<file path="src/rtl/mem_ctrl_pkg.sv">
// Shared processor definitions: opcode constants plus memory controller
// state encodings, the default bus timeout and the timeout read value.
// Pure declarations, no logic.
package mem_ctrl_pkg;

    // Opcode constants (instruction decode).
    localparam logic [5:0] OP_ALU   = 6'h00;
    localparam logic [5:0] OP_ADDI  = 6'h08;
    localparam logic [5:0] OP_LOAD  = 6'h23;
    localparam logic [5:0] OP_STORE = 6'h2B;
    localparam logic [5:0] OP_BEQ   = 6'h04;
    localparam logic [5:0] OP_JMP   = 6'h02;

    // Memory controller FSM encodings.
    typedef enum logic [1:0] {
        ST_IDLE = 2'd0,
        ST_BUS  = 2'd1,
        ST_DONE = 2'd2
    } mem_state_e;

    localparam int          MEM_TIMEOUT_DFLT = 255;
    localparam logic [31:0] MEM_ERR_DATA     = 32'hDEAD_BEEF;
    localparam int          WAIT_CNT_W       = 8;

    // Terminal count for the wait counter: the last BUS cycle index before
    // timing out. Values above 256 clip to the 8-bit saturation point.
    function automatic logic [WAIT_CNT_W-1:0] wait_limit(input int timeout);
        if (timeout <= 1) begin
            return '0;
        end else if (timeout >= 256) begin
            return '1;
        end else begin
            return WAIT_CNT_W'(timeout - 1);
        end
    endfunction

endpackage

</file>
<file path="src/rtl/mem_ctrl_units.sv">
// Building blocks for the memory controller: saturating wait counter with a
// terminal-count flag, and the generic 32-bit enable register.
// Both are single-cycle registers; no backpressure.
import mem_ctrl_pkg::*;

module wait_counter #(
    parameter logic [WAIT_CNT_W-1:0] LIMIT = 8'd254
) (
    input  logic clk_i,
    input  logic rst_i,
    input  logic clr_i,
    input  logic en_i,
    output logic tc_o
);
    logic [WAIT_CNT_W-1:0] cnt_q;
    logic [WAIT_CNT_W-1:0] cnt_d;

    // Next count: clear wins, increment stops at all-ones so it never wraps.
    always_comb begin
        cnt_d = cnt_q;
        if (clr_i) begin
            cnt_d = '0;
        end else if (en_i && (cnt_q != '1)) begin
            cnt_d = cnt_q + 1'b1;
        end
    end

    // Count register.
    always_ff @(posedge clk_i or posedge rst_i) begin
        if (rst_i) begin
            cnt_q <= '0;
        end else begin
            cnt_q <= cnt_d;
        end
    end

    assign tc_o = (cnt_q == LIMIT);
endmodule

module reg_en32 (
    input  logic        clk_i,
    input  logic        rst_i,
    input  logic        en_i,
    input  logic [31:0] d_i,
    output logic [31:0] q_o
);
    logic [31:0] q_q;

    // Load on enable, otherwise hold.
    always_ff @(posedge clk_i or posedge rst_i) begin
        if (rst_i) begin
            q_q <= '0;
        end else if (en_i) begin
            q_q <= d_i;
        end
    end

    assign q_o = q_q;
endmodule

</file>
<file path="src/rtl/mem_ctrl.sv">
// Memory controller: turns a single datapath request into one bus access with ack timeout.
// Latency: oRdy two cycles after iReq at minimum, plus one per bus wait cycle.
// Backpressure: iReq only accepted in IDLE; requests in BUS/DONE are dropped, not queued.
import mem_ctrl_pkg::*;

module mem_ctrl #(
    parameter int          TIMEOUT  = MEM_TIMEOUT_DFLT,
    parameter logic [31:0] ERR_DATA = MEM_ERR_DATA
) (
    input  logic        iClk,
    input  logic        iRst,
    input  logic        iReq,
    input  logic        iWr,
    input  logic [31:0] iAddr,
    input  logic [31:0] iWData,
    output logic [31:0] oData,
    output logic        oRdy,
    output logic        oErr,
    output logic        oBusy,
    output logic [31:0] oBusAddr,
    output logic [31:0] oBusWData,
    output logic        oBusRd,
    output logic        oBusWr,
    input  logic        iBusAck,
    input  logic [31:0] iBusRData
);
    mem_state_e  state_q, state_d;
    logic        wr_q, wr_d;
    logic        err_q, err_d;

    logic        accept;
    logic        in_bus;
    logic        tc;
    logic        cnt_en;
    logic        data_en;
    logic [31:0] data_in;

    // A request is taken only from IDLE; everything else is latched from it.
    assign accept  = (state_q == ST_IDLE) && iReq;
    assign in_bus  = (state_q == ST_BUS);
    // Ack takes priority over the terminal count, so count only when neither fires.
    assign cnt_en  = in_bus && !iBusAck && !tc;
    // Reads update oData when leaving BUS: bus data on ack, error pattern on timeout.
    assign data_en = in_bus && !wr_q && (iBusAck || tc);
    assign data_in = iBusAck ? iBusRData : ERR_DATA;

    wait_counter #(
        .LIMIT (wait_limit(TIMEOUT))
    ) u_wait (
        .clk_i (iClk),
        .rst_i (iRst),
        .clr_i (accept),
        .en_i  (cnt_en),
        .tc_o  (tc)
    );

    reg_en32 u_addr (
        .clk_i (iClk),
        .rst_i (iRst),
        .en_i  (accept),
        .d_i   (iAddr),
        .q_o   (oBusAddr)
    );

    reg_en32 u_wdata (
        .clk_i (iClk),
        .rst_i (iRst),
        .en_i  (accept),
        .d_i   (iWData),
        .q_o   (oBusWData)
    );

    reg_en32 u_rdata (
        .clk_i (iClk),
        .rst_i (iRst),
        .en_i  (data_en),
        .d_i   (data_in),
        .q_o   (oData)
    );

    // Next state, latched direction/error flag, and state-decoded outputs.
    always_comb begin
        state_d = state_q;
        wr_d    = wr_q;
        err_d   = err_q;
        oRdy    = 1'b0;
        oErr    = 1'b0;
        oBusy   = 1'b1;
        oBusRd  = 1'b0;
        oBusWr  = 1'b0;
        unique case (state_q)
            ST_IDLE: begin
                oBusy = 1'b0;
                if (iReq) begin
                    wr_d    = iWr;
                    err_d   = 1'b0;
                    state_d = ST_BUS;
                end
            end
            ST_BUS: begin
                oBusRd = !wr_q;
                oBusWr = wr_q;
                if (iBusAck) begin
                    err_d   = 1'b0;
                    state_d = ST_DONE;
                end else if (tc) begin
                    err_d   = 1'b1;
                    state_d = ST_DONE;
                end
            end
            ST_DONE: begin
                oRdy    = 1'b1;
                oErr    = err_q;
                state_d = ST_IDLE;
            end
            default: begin
                state_d = ST_IDLE;
            end
        endcase
    end

    // State and control flags; reset abandons any access in flight.
    always_ff @(posedge iClk or posedge iRst) begin
        if (iRst) begin
            state_q <= ST_IDLE;
            wr_q    <= 1'b0;
            err_q   <= 1'b0;
        end else begin
            state_q <= state_d;
            wr_q    <= wr_d;
            err_q   <= err_d;
        end
    end
endmodule

</file>
<file path="config.mk">
export PLATFORM = sky130hd
export DESIGN_NAME = mem_ctrl
export DESIGN_NICKNAME = d
export VERILOG_FILES = /design/src/rtl/mem_ctrl_pkg.sv /design/src/rtl/mem_ctrl_units.sv /design/src/rtl/mem_ctrl.sv
export SDC_FILE = /design/constraint.sdc
export NUM_CORES = 1
export LEC_CHECK = 0
export ABC_AREA = 1
export BUFFER_PORTS_ARGS = -buffer_cell sky130_fd_sc_hd__buf_2
export CAP_MARGIN = 20
export CORE_MARGIN = 2
export CORE_UTILIZATION = 30
export CTS_CLUSTER_SIZE = 30
export DETAILED_ROUTE_END_ITERATION = 8
export SLEW_MARGIN = 20
export SYNTH_ARGS = -nofsm -noshare
export SYNTH_HDL_FRONTEND = slang
export SYNTH_SLANG_ARGS = --single-unit
</file>
<file path="constraint.sdc">
create_clock -name iClk -period 8.08 [get_ports iClk]
set_input_delay 0.808 -clock iClk [delete_from_list [all_inputs] [get_ports iClk]]
set_output_delay 0.808 -clock iClk [all_outputs]
set_load 0.02 [all_outputs]
</file>
Yosys cells after proc, flatten, opt, wreduce, memory -nomap -nowiden
Index checks and enable logic that the tools add are counted.
Storage, ports and cells
  register bits: 108
  memories: 0
  output and inout port bits: 101
  latch bits: 0
  ROM bits: 0
  input bits: 101
  RAM bits: 0
Cells by class
  muxes and demuxes: 16
  reduce and logical (&&, ||, !) cells: 16
  equality and inequality tests: 6
  divide/modulo/power cells: 0
  bitwise logic cells: 0
  multiply operators: 0
  $lt $le $gt $ge: 0
  $add $sub $neg: 1
  shifts and indexed selects: 0
Operator list (number)
  32-bit 2-to-1 mux: 1
  8-bit 2-to-1 mux: 2
  8-bit by 1-bit adder with 8-bit output (second input constant): 1
  8-bit equality test (second input constant): 1
  1-bit 2-to-1 mux: 8
  8-bit inequality test (second input constant): 1
  1-bit logical AND: 6
  2-bit 2-to-1 mux: 3
  2-bit one-hot mux with 2 select lines: 1
  2-bit AND reduction: 2
  2-bit nonzero test: 2
  1-bit zero test: 3
  3-bit by 2-bit inequality test with 1-bit output (second input constant): 1
  3-bit AND reduction: 1
  2-bit by 1-bit equality test with 1-bit output (second input constant): 1
  2-bit equality test (second input constant): 1
  2-bit zero test: 1
  2-bit inequality test (second input constant): 1
  1-bit one-hot mux with 2 select lines: 1
  1-bit logical OR: 1

Logic depth before layout (Yosys ltp)
Gate-level depths: netlist of run 1.
  depth after elaboration: 6
  gate-level depth with buffers: 10
  mapped depth without buffers: 9

By module
Synthesis of run 1 repeated with hierarchy kept, for this count alone.
Unflattened totals
  cell total of the unflattened synthesis: 565
  area total of the unflattened synthesis: 4897.2 µm²
By module, submodules not included
  reg_en32: instances 3, seq. area each 800.8 µm², area an instance 1296.2 µm², cells each 137
  wait_counter: instances 1, seq. area each 200.2 µm², area an instance 534.3 µm², cells each 77
  mem_ctrl: instances 1, seq. area each 100.1 µm², area an instance 474.2 µm², cells each 77

Least setup slack after synthesis of run 1
No wires, ideal clock.
  path kind: register -> output
  from: register state_q[0]
  to: output oErr
  required time: 7.272 ns
  slack: 6.363 ns
  path buffers: 0
  arrival time: 0.909 ns
  cell stages (with the launch flop): 2
  cell sequence: dfrtp_1 nor3_1
On the way
  longest elaborated chain between the ends: 2
RTL lines
  start: declaration: line mem_ctrl.sv:27  | mem_state_e state_q, state_d;
  start signal: assignment: line mem_ctrl.sv:129  | state_q <= state_d;
  2-bit equality test: line mem_ctrl.sv:91  | unique case (state_q)
  1-bit 2-to-1 mux: line mem_ctrl.sv:91
  end: declaration: line mem_ctrl.sv:18  | output logic oErr,
No other way between the ends.

Final worst setup path of run 1
  from: input iReq
  to: register wr_q
On the way
  longest elaborated chain between the ends: 1
RTL lines
  start: declaration: line mem_ctrl.sv:12  | input logic iReq,
  2-bit AND reduction (no source line)
  end signal: assignment: line mem_ctrl.sv:130  | wr_q <= wr_d;
  end: declaration: line mem_ctrl.sv:28  | logic wr_q, wr_d;
No other way between the ends.
A chain may end at the register's enable or synchronous reset.

==> impl_results.rst, run 1 <==
.. list-table::
   :header-rows: 1

   * - Metric
     - Value
   * - Outcome
     - finished clean
   * - Largest net degree at the start of global routing
     - 75
   * - Synthesized area
     - 4480 µm²
   * - Cell with the largest stage delay on the worst path
     - sky130_fd_sc_hd__buf_4
   * - Number of global-route vias before repair
     - 3536
   * - Total core area
     - 14600 µm²
   * - Count of nets left with antenna violations after detail routing
     - 0
   * - Tcrit/Tclk final
     - 0.295
   * - Number of inserted diodes
     - 0
   * - Resized cells post-CTS
     - 0
   * - Post-layout power
     - 2.19 mW
   * - Total Nets Final
     - 811
   * - Setup Slack @ Placement
     - 5.28 ns
   * - CTS H-Tree Depth
     - 3
   * - Number of max-slew violations in the final report
     - 0
   * - Most prevalent standard cell on the critical path
     - sky130_fd_sc_hd__buf_4
   * - Logic depth of the worst path, buffers included
     - 7
   * - Total global routing track utilization
     - 0.142
   * - Total placed instance area
     - 5630 µm²
   * - Reg-to-reg slack, setup
     - 5.70 ns
   * - CP Data Arrival Time
     - 2.61 ns
   * - Clock Skew
     - 0.0137 ns
   * - Most common library cell in the layout ignoring fill and taps
     - sky130_fd_sc_hd__nand2_1
   * - Endpoint type of the worst setup path
     - register
   * - Global placer's final weighted congestion
     - 0.760
   * - Data required, critical path
     - 8.31 ns
   * - Layout Area Growth over Synthesis
     - 32.1%
   * - Wire length after detailed routing
     - 11.2 mm
   * - Largest fanout of any net on the critical path
     - 74
   * - FMAX
     - 420 MHz
   * - Cell depth of the worst flop-to-flop path
     - 7
   * - Syn Nets
     - 616
   * - Total negative slack for setup checks
     - 0 ns
   * - Number of failing hold endpoints at the final stage
     - 0
   * - Endpoint, Worst Hold
     - u_rdata.q_o[14]
   * - Cell count of the worst hold path
     - 2
   * - MaxCap Viol Count
     - 0
   * - Die Y
     - 126 µm
   * - Top cells by area in the synthesized netlist
     - sky130_fd_sc_hd__dfrtp_1 (60%), sky130_fd_sc_hd__nand2_1 (21%), sky130_fd_sc_hd__a21oi_2 (4.7%)
   * - Number of buffers added for setup after CTS
     - 0
   * - Leak
     - 3.47 nW
   * - RSZ-0062 raised after global routing
     - no
   * - Max_slew headroom
     - 0.446
   * - First drt pass iteration count
     - 4
   * - Critical R2R Launch
     - state_q[0]
   * - DPL Wire Length
     - 7.83 mm
   * - Total vias in the final route
     - 3756
   * - Number of buffer cells added on primary ports
     - 201
   * - DIE AREA
     - 15900 µm²
   * - Proportion of synthesized chip area in sequential cells
     - 0.603
   * - Number of design rule violations left after detail routing
     - 0
   * - Average vias per placed instance
     - 4.19
   * - Die width
     - 126 µm
   * - Fin crit period
     - 2.38 ns
   * - Design area
     - 5920 µm²
   * - Final Worst Setup Slack
     - 5.70 ns
   * - Count of boundary I/O pins
     - 202
   * - Clock tree from TritonCTS
     - done
   * - Crit path kind
     - in2reg
   * - Startpoint kind of the worst setup timing path
     - input pin
   * - Clock latency of the later-clocked register in the worst-skew pair
     - 0.36 ns
   * - Worst hold path startpoint
     - u_rdata.q_o[14]
   * - Most frequent cells in the layout
     - sky130_fd_sc_hd__nand2_1 (250), sky130_fd_sc_hd__buf_2 (201), sky130_fd_sc_hd__dfrtp_1 (108)
   * - Standard-cell rows
     - 44
   * - Wire length per cell
     - 12.4 µm
   * - Worst path bufs/invs
     - 4
   * - Total power per unit cell area
     - 370 nW/µm²
   * - Mean cell area of the mapped netlist
     - 8.73 µm²
   * - Fraction of synthesized cell area taken by the top area cell type
     - 0.603
   * - Number of buffers added by the clock tree synthesis step
     - 9
   * - Clock-pin slew of the registers on the worst-case setup and hold paths
     - 0.08 ns
   * - Initial antenna violation count
     - 0
   * - First-pass GRT wire length
     - 18.1 mm
   * - Sum of overflow across all layers after global routing
     - 0
   * - Unique masters post-synth
     - 21
   * - R2R Path End
     - u_addr.q_o[31]
   * - Largest incremental delay on the critical path
     - 0.61 ns
   * - DRC violation total after the first TritonRoute iteration
     - 120
   * - Transition time at the pin with the least slew margin
     - 0.830 ns
   * - Yosys warns
     - 0
   * - Starting density of the core
     - 0.307
   * - Flops & latches, synth
     - 108
   * - Max Root-Sink Buffers
     - 2
   * - Cell chain of the critical path
     - buf_2 > nand2_2 > buf_4 > inv_2 > buf_4 > nand2_1 > o21ai_0
   * - Worst vdd ir
     - 0.144 mV
   * - Sinks on the clock net
     - 108
   * - Fillers
     - 1510
   * - Cell accounting for the most synthesized area
     - sky130_fd_sc_hd__dfrtp_1
   * - Post-synthesis cell count
     - 513
   * - Clock Tree Root
     - sky130_fd_sc_hd__clkbuf_16
   * - Fraction of final layout cells sized beyond drive strength 1
     - 0.362
   * - Class of the tightest hold or removal check
     - reg2reg
   * - Total setup violations reported at the end of the flow
     - 0
   * - Top delay family on crit path
     - buffers and inverters
   * - Quantity of hold-fixing buffers added after cts
     - 0
-- through the flow --
step | utilization | instances | hold WS (ns)
3_3_place_gp | 0.386 | 881 | 0.450
5_1_grt | 0.406 | 897 | 0.496
3_5_place_dp | 0.386 | 881 | 0.456
6_report | 0.406 | 897 | 0.473
2_1_floorplan | - | 513 | 0.504
4_1_cts | 0.406 | 897 | 0.480
-- flip-flops by register name (all words and copies together), names as in the netlist --
| name | flops |
|---|---|
| u_wdata.q_o | 32 |
| u_wait.cnt_q | 8 |
| u_addr.q_o | 32 |
| u_rdata.q_o | 32 |
| state_q | 2 |
| wr_q | 1 |
| err_q | 1 |
-- layer usage --
| metal | vias up | track usage | wire [µm] |
|---|---|---|---|
| met1 | 1673 | 0.203 | 5350 |
| met5 | - | 0 | 0 |
| li1 | 1926 | - | - |
| met4 | 0 | 0.0524 | 167 |
| met2 | 145 | 0.204 | 4810 |
| met3 | 12 | 0.0421 | 839 |
-- how the worst max path moves through the flow --
stage                     from               to
floorplan                 iRst            err_q
global placement          iReq             wr_q
detailed placement        iReq             wr_q
CTS                 state_q[0]             wr_q
global route        state_q[0]  u_wdata.q_o[20]
finish                    iReq             wr_q
-- worst min-delay path: stages, from the launching register on --
cell,delay (ns)
sky130_fd_sc_hd__dfrtp_1,0.35
sky130_fd_sc_hd__nand2_1,0.05
sky130_fd_sc_hd__nand2_1,0.05
-- cells by family (layout without fill, tap and decap cells) --
logic type      count (synthesis)  in the layout  synth area share
simple gates                  309            309             0.273
compound gates                 27             27            0.0503
flops                         108            108             0.603
buf+inv                        65            265            0.0639
fa+ha+maj                       2              2           0.00558
xor+xnor                        2              2           0.00391
-- report_power, final --
part / total [mW] / leakage, nW / switching, mW / internal (mW)
Combinational: 0.888 / 2.02 / 0.595 / 0.293
Sequential: 0.870 / 1.31 / 0.113 / 0.757
Clock: 0.434 / 0.142 / 0.211 / 0.223
-- Yosys cell counts --
| master | number |
|---|---|
| sky130_fd_sc_hd__nand2_4 | 2 |
| sky130_fd_sc_hd__buf_6 | 3 |
| sky130_fd_sc_hd__nor2_1 | 33 |
| sky130_fd_sc_hd__nand2_2 | 3 |
| sky130_fd_sc_hd__nand2_1 | 251 |
| sky130_fd_sc_hd__dfrtp_1 | 108 |
| sky130_fd_sc_hd__a21oi_2 | 24 |
| sky130_fd_sc_hd__ha_1 | 2 |
| sky130_fd_sc_hd__xor2_1 | 2 |
| sky130_fd_sc_hd__buf_4 | 1 |
| sky130_fd_sc_hd__nand3_1 | 12 |
| sky130_fd_sc_hd__clkbuf_1 | 3 |
| sky130_fd_sc_hd__buf_2 | 13 |
| sky130_fd_sc_hd__inv_1 | 42 |
| sky130_fd_sc_hd__o21ai_0 | 3 |
| sky130_fd_sc_hd__nand3b_1 | 2 |
| sky130_fd_sc_hd__nor2_2 | 3 |
| sky130_fd_sc_hd__inv_2 | 3 |
| sky130_fd_sc_hd__nand4_1 | 1 |
| sky130_fd_sc_hd__nor2_4 | 1 |
| sky130_fd_sc_hd__nor3_1 | 1 |
-- area by class of cell --
| class | instances | area, µm² | share of cell area |
|---|---|---|---|
| clock buffer | 10 | 239 | 0.0404 |
| multi-input combinational | 340 | 1490 | 0.252 |
| clock inverter | 6 | 55.1 | 0.00930 |
| tap | 184 | 230 | 0.0389 |
| inverter | 45 | 171 | 0.0290 |
| sequential | 108 | 2700 | 0.456 |
| timing repair buffer | 204 | 1030 | 0.174 |
(Power assumes the default switching activity.)
==> inputs of run 2 (changes only) <==
==> constraint.sdc (replaced) <==
create_clock -name iClk -period 2.2 [get_ports iClk]
set_input_delay 0.22 -clock iClk [delete_from_list [all_inputs] [get_ports iClk]]
set_output_delay 0.22 -clock iClk [all_outputs]
set_load 0.02 [all_outputs]
==> impl_results.rst, run 2 (same netlist as run 1, synthesis figures left out) <==
.. list-table::
   :header-rows: 1

   * - Metric
     - Value
   * - Total vias in the final route
     - 3796
   * - Clock Skew
     - 0.00874 ns
   * - Number of inserted diodes
     - 0
   * - Total Nets Final
     - 813
   * - Sum of overflow across all layers after global routing
     - 0
   * - Tcrit/Tclk final
     - 0.705
   * - Average vias per placed instance
     - 4.22
   * - Total power per unit cell area
     - 1370 nW/µm²
   * - Most common library cell in the layout ignoring fill and taps
     - sky130_fd_sc_hd__nand2_1
   * - Quantity of hold-fixing buffers added after cts
     - 0
   * - Initial antenna violation count
     - 0
   * - Die width
     - 126 µm
   * - Number of global-route vias before repair
     - 3704
   * - Endpoint type of the worst setup path
     - register
   * - Total global routing track utilization
     - 0.144
   * - Cell depth of the worst flop-to-flop path
     - 9
   * - First drt pass iteration count
     - 5
   * - Total placed instance area
     - 5670 µm²
   * - Number of design rule violations left after detail routing
     - 0
   * - Data required, critical path
     - 2.43 ns
   * - Final Worst Setup Slack
     - 0.649 ns
   * - DIE AREA
     - 15900 µm²
   * - Clock latency of the later-clocked register in the worst-skew pair
     - 0.34 ns
   * - Class of the tightest hold or removal check
     - in2async
   * - Fin crit period
     - 1.55 ns
   * - DRC violation total after the first TritonRoute iteration
     - 187
   * - Worst vdd ir
     - 0.490 mV
   * - Setup Slack @ Placement
     - 0.651 ns
   * - Number of buffers added for setup after CTS
     - 0
   * - Count of boundary I/O pins
     - 202
   * - Wire length after detailed routing
     - 11.1 mm
   * - MaxCap Viol Count
     - 0
   * - Resized cells post-CTS
     - 0
   * - Clock tree from TritonCTS
     - done
   * - Post-layout power
     - 8.22 mW
   * - Outcome
     - finished clean
   * - Transition time at the pin with the least slew margin
     - 0.607 ns
   * - Clock-pin slew of the registers on the worst-case setup and hold paths
     - 0.07 ns
   * - Standard-cell rows
     - 44
   * - Layout Area Growth over Synthesis
     - 33.6%
   * - First-pass GRT wire length
     - 18.4 mm
   * - RSZ-0062 raised after global routing
     - no
   * - DPL Wire Length
     - 7.69 mm
   * - Die Y
     - 126 µm
   * - Total setup violations reported at the end of the flow
     - 0
   * - Number of buffer cells added on primary ports
     - 201
   * - Number of buffers added by the clock tree synthesis step
     - 9
   * - Number of failing hold endpoints at the final stage
     - 0
   * - Largest fanout of any net on the critical path
     - 32
   * - Starting density of the core
     - 0.307
   * - Design area
     - 5980 µm²
   * - Max Root-Sink Buffers
     - 2
   * - Largest net degree at the start of global routing
     - 109
   * - Crit path kind
     - reg2reg
   * - FMAX
     - 645 MHz
   * - Wire length per cell
     - 12.3 µm
   * - Startpoint kind of the worst setup timing path
     - register
   * - Count of nets left with antenna violations after detail routing
     - 0
   * - Utilization after layout
     - 0.410
   * - Clock Tree Root
     - sky130_fd_sc_hd__clkbuf_16
   * - Global placer's final weighted congestion
     - 0.789
   * - Sinks on the clock net
     - 108
   * - Fraction of final layout cells sized beyond drive strength 1
     - 0.361
   * - CP Data Arrival Time
     - 1.78 ns
   * - Most frequent cells in the layout
     - sky130_fd_sc_hd__nand2_1 (250), sky130_fd_sc_hd__buf_2 (201), sky130_fd_sc_hd__dfrtp_1 (108)
   * - Max_slew headroom
     - 0.595
   * - Number of max-slew violations in the final report
     - 0
   * - Total core area
     - 14600 µm²
   * - CTS H-Tree Depth
     - 3
   * - Total negative slack for setup checks
     - 0 ns
   * - Leak
     - 3.49 nW
==> run 2: routing by layer <==
layer  vias to the layer above  part of all wire  track usage
met5                         -                 0            0
met4                         0             0.027       0.0659
met3                        21             0.076       0.0408
met2                       146              0.45        0.219
met1                      1704              0.45        0.190
li1                       1925                 -            -
==> run 2: final timing paths <==
check	to	start	slack, ns
hold reg to reg	u_rdata.q_o[14]	u_rdata.q_o[14]	0.47
min in group iClk	u_wdata.q_o[26]	iWData[26]	0.06
max in group asynchronous	u_wait.cnt_q[5]	iRst	1.70
setup / recovery	u_rdata.q_o[14]	u_wait.cnt_q[0]	0.65
hold / removal	u_rdata.q_o[12]	iRst	0.004
setup reg to reg	u_rdata.q_o[14]	u_wait.cnt_q[0]	0.65
==> run 2: stage by stage <==
stage | hold slack [ns] | cells
2_1_floorplan | 0.330 | 513
3_3_place_gp | 0.414 | 883
3_5_place_dp | 0.418 | 883
4_1_cts | 0.0419 | 899
5_1_grt | 0.0487 | 899
6_report | 0.00365 | 899
==> run 2: cell type report <==
class / instances / area [µm²]
Clock inverter: 5 / 83.8
Multi-Input combinational cell: 340 / 1490
Timing Repair Buffer: 206 / 1070
Tap cell: 184 / 230
Clock buffer: 11 / 233
Inverter: 45 / 173
Sequential cell: 108 / 2700
Fill cell: 1494 / 8600
==> run 2: worst max-delay path, cell delays in order (launching register included) <==
cell	delay, ns
sky130_fd_sc_hd__dfrtp_1	0.41
sky130_fd_sc_hd__inv_1	0.09
sky130_fd_sc_hd__ha_1	0.14
sky130_fd_sc_hd__inv_1	0.04
sky130_fd_sc_hd__nor2_2	0.10
sky130_fd_sc_hd__nand2_2	0.09
sky130_fd_sc_hd__nand2_4	0.08
sky130_fd_sc_hd__nand2_4	0.27
sky130_fd_sc_hd__nand2_1	0.15
sky130_fd_sc_hd__nand2_1	0.06
==> run 2: report_power, final <==
group          internal (mW)  switching (mW)  total (mW)
combinational           1.10            2.17        3.27
sequential              2.78           0.430        3.21
clock                   1.00           0.734        1.74
==> inputs of run 3 (changes only) <==
==> constraint.sdc (replaced) <==
create_clock -name iClk -period 1.5 [get_ports iClk]
set_input_delay 0.15 -clock iClk [delete_from_list [all_inputs] [get_ports iClk]]
set_output_delay 0.15 -clock iClk [all_outputs]
set_load 0.02 [all_outputs]
==> impl_results.rst, run 3 (same netlist as run 1, synthesis figures left out) <==
.. list-table::
   :header-rows: 1

   * - Metric
     - Value
   * - Clock tree from TritonCTS
     - done
   * - Standard-cell rows
     - 44
   * - Fin crit period
     - 1.42 ns
   * - Count of boundary I/O pins
     - 202
   * - Sinks on the clock net
     - 108
   * - Layout Area Growth over Synthesis
     - 51.3%
   * - Number of failing hold endpoints at the final stage
     - 0
   * - Worst hold margin
     - 0.00446 ns
   * - Die width
     - 126 µm
   * - Largest incremental delay on the critical path
     - 0.43 ns
   * - Post-layout power
     - 12.3 mW
   * - Number of buffers added by the clock tree synthesis step
     - 9
   * - Utilization after layout
     - 0.465
   * - Number of design rule violations left after detail routing
     - 0
   * - Largest net degree at the start of global routing
     - 58
   * - Reg-to-reg slack, setup
     - 0.08 ns
   * - Number of inserted diodes
     - 0
   * - Total core area
     - 14600 µm²
   * - Final Worst Setup Slack
     - 0.0828 ns
   * - Most common library cell in the layout ignoring fill and taps
     - sky130_fd_sc_hd__nand2_1
   * - Die Y
     - 126 µm
   * - CTS H-Tree Depth
     - 3
   * - Count of placed standard cells including taps
     - 893
   * - Clock Tree Root
     - sky130_fd_sc_hd__clkbuf_16
   * - Cell depth of the worst flop-to-flop path
     - 10
   * - First drt pass iteration count
     - 4
   * - Largest fanout of any net on the critical path
     - 21
   * - Average vias per placed instance
     - 4.24
   * - Class of the tightest hold or removal check
     - in2reg
   * - Transition time at the pin with the least slew margin
     - 0.432 ns
   * - Total placed instance area
     - 5790 µm²
   * - Max_slew headroom
     - 0.712
   * - R2R Path End
     - u_rdata.q_o[29]
   * - Critical R2R Launch
     - u_wait.cnt_q[0]
   * - Data required, critical path
     - 1.74 ns
   * - Startpoint kind of the worst setup timing path
     - register
   * - Logic depth of the worst path, buffers included
     - 10
   * - Total Nets Final
     - 889
   * - Most frequent cells in the layout
     - sky130_fd_sc_hd__nand2_1 (246), sky130_fd_sc_hd__buf_2 (200), sky130_fd_sc_hd__dfrtp_1 (108)
   * - Fraction of final layout cells sized beyond drive strength 1
     - 0.349
   * - Endpoint type of the worst setup path
     - register
   * - Endpoint, Worst Hold
     - u_rdata.q_o[8]
   * - Total power per unit cell area
     - 1810 nW/µm²
   * - DRC violation total after the first TritonRoute iteration
     - 221
   * - Worst path bufs/invs
     - 3
   * - Count of nets left with antenna violations after detail routing
     - 0
   * - CP Data Arrival Time
     - 1.66 ns
   * - Outcome
     - finished clean
   * - Final non-filler cell total
     - 975
   * - Crit path kind
     - reg2reg
   * - Wire length per cell
     - 12.4 µm
   * - First-pass GRT wire length
     - 19.8 mm
   * - Total vias in the final route
     - 4133
   * - Top delay family on crit path
     - simple AND/OR/NAND/NOR gates
   * - DPL Wire Length
     - 7.94 mm
   * - Clock Skew
     - 0.0105 ns
   * - Design area
     - 6780 µm²
   * - Number of max-slew violations in the final report
     - 0
   * - MaxCap Viol Count
     - 0
   * - Cell with the largest stage delay on the worst path
     - sky130_fd_sc_hd__dfrtp_1
   * - FMAX
     - 706 MHz
   * - Number of buffer cells added on primary ports
     - 201
   * - Sum of overflow across all layers after global routing
     - 0
   * - Worst hold path startpoint
     - iBusRData[8]
   * - RSZ-0062 raised after global routing
     - yes
   * - Tcrit/Tclk final
     - 0.945
   * - Starting density of the core
     - 0.307
   * - Max Root-Sink Buffers
     - 2
   * - Total global routing track utilization
     - 0.153
   * - Total negative slack for setup checks
     - 0 ns
   * - Leak
     - 3.83 nW
   * - Cell count of the worst hold path
     - 3
   * - Global placer's final weighted congestion
     - 0.779
   * - Clock-pin slew of the registers on the worst-case setup and hold paths
     - 0.07 ns
   * - DIE AREA
     - 15900 µm²
   * - Number of global-route vias before repair
     - 4074
   * - Clock latency of the later-clocked register in the worst-skew pair
     - 0.35 ns
   * - Launching instance or port of the critical path
     - u_wait.cnt_q[0]
   * - Wire length after detailed routing
     - 12.0 mm
   * - Initial antenna violation count
     - 0
   * - Worst vdd ir
     - 0.740 mV
   * - Cell chain of the critical path
     - inv_2 > ha_1 > inv_1 > nor2_2 > nand2_2 > nand2_4 > nand2_4 > buf_12 > nand2_1 > nand2_1
   * - Total setup violations reported at the end of the flow
     - 0
   * - Setup Slack @ Placement
     - 0.102 ns
run 3: changes by cell type in the layout (fill, tap and decap cells not counted), moves of 2 or more:
cell,previous run,this run
sky130_fd_sc_hd__buf_4,3,10
sky130_fd_sc_hd__buf_12,2,6
sky130_fd_sc_hd__nand2_1,250,246
sky130_fd_sc_hd__dlygate4sd3_1,0,64
sky130_fd_sc_hd__buf_6,0,2
sky130_fd_sc_hd__nand2_2,4,8
run 3: metal layers:
| metal | part of all wire | GRT usage | vias to the layer above |
|---|---|---|---|
| met5 | 0 | 0 | - |
| met4 | 0.022 | 0.0595 | 0 |
| met3 | 0.065 | 0.0378 | 19 |
| met2 | 0.47 | 0.244 | 151 |
| met1 | 0.45 | 0.203 | 1885 |
| li1 | - | - | 2078 |
run 3: worst reg2reg max path, stage by stage (launching register included):
cell	delay [ns]
sky130_fd_sc_hd__dfrtp_1	0.43
sky130_fd_sc_hd__inv_2	0.08
sky130_fd_sc_hd__ha_1	0.13
sky130_fd_sc_hd__inv_1	0.04
sky130_fd_sc_hd__nor2_2	0.10
sky130_fd_sc_hd__nand2_2	0.09
sky130_fd_sc_hd__nand2_4	0.09
sky130_fd_sc_hd__nand2_4	0.06
sky130_fd_sc_hd__buf_12	0.16
sky130_fd_sc_hd__nand2_1	0.08
sky130_fd_sc_hd__nand2_1	0.04
run 3: area by class of cell:
class | count | area, µm²
Clock buffer | 12 | 246
Fill cell | 1389 | 7810
Clock inverter | 4 | 57.6
Sequential cell | 108 | 2700
Inverter | 45 | 173
Multi-Input combinational cell | 340 | 1510
Tap cell | 184 | 230
Timing Repair Buffer | 282 | 1860
run 3: power breakdown:
part           total [mW]  internal [mW]  switching [mW]
logic                5.12           1.85            3.28
registers            4.71           4.08           0.635
clock network        2.44           1.36            1.08
run 3: worst max path at each step:
stage	end	slack (ns)
after global routing	u_rdata.q_o[29]	-0.02
after detailed placement	u_rdata.q_o[11]	0.10
after floorplan	err_q	0.05
after CTS	oBusRd	0.03
final	u_rdata.q_o[29]	0.08
after global placement	u_rdata.q_o[18]	0.12
run 3: timing repair:
action / in CTS / in global routing
resized for setup: 0 / 11
buffers inserted: 0 / 2
hold buffers: 64 / 0
hold endpoints to repair: 171 / 0
setup endpoints to repair: 0 / 28
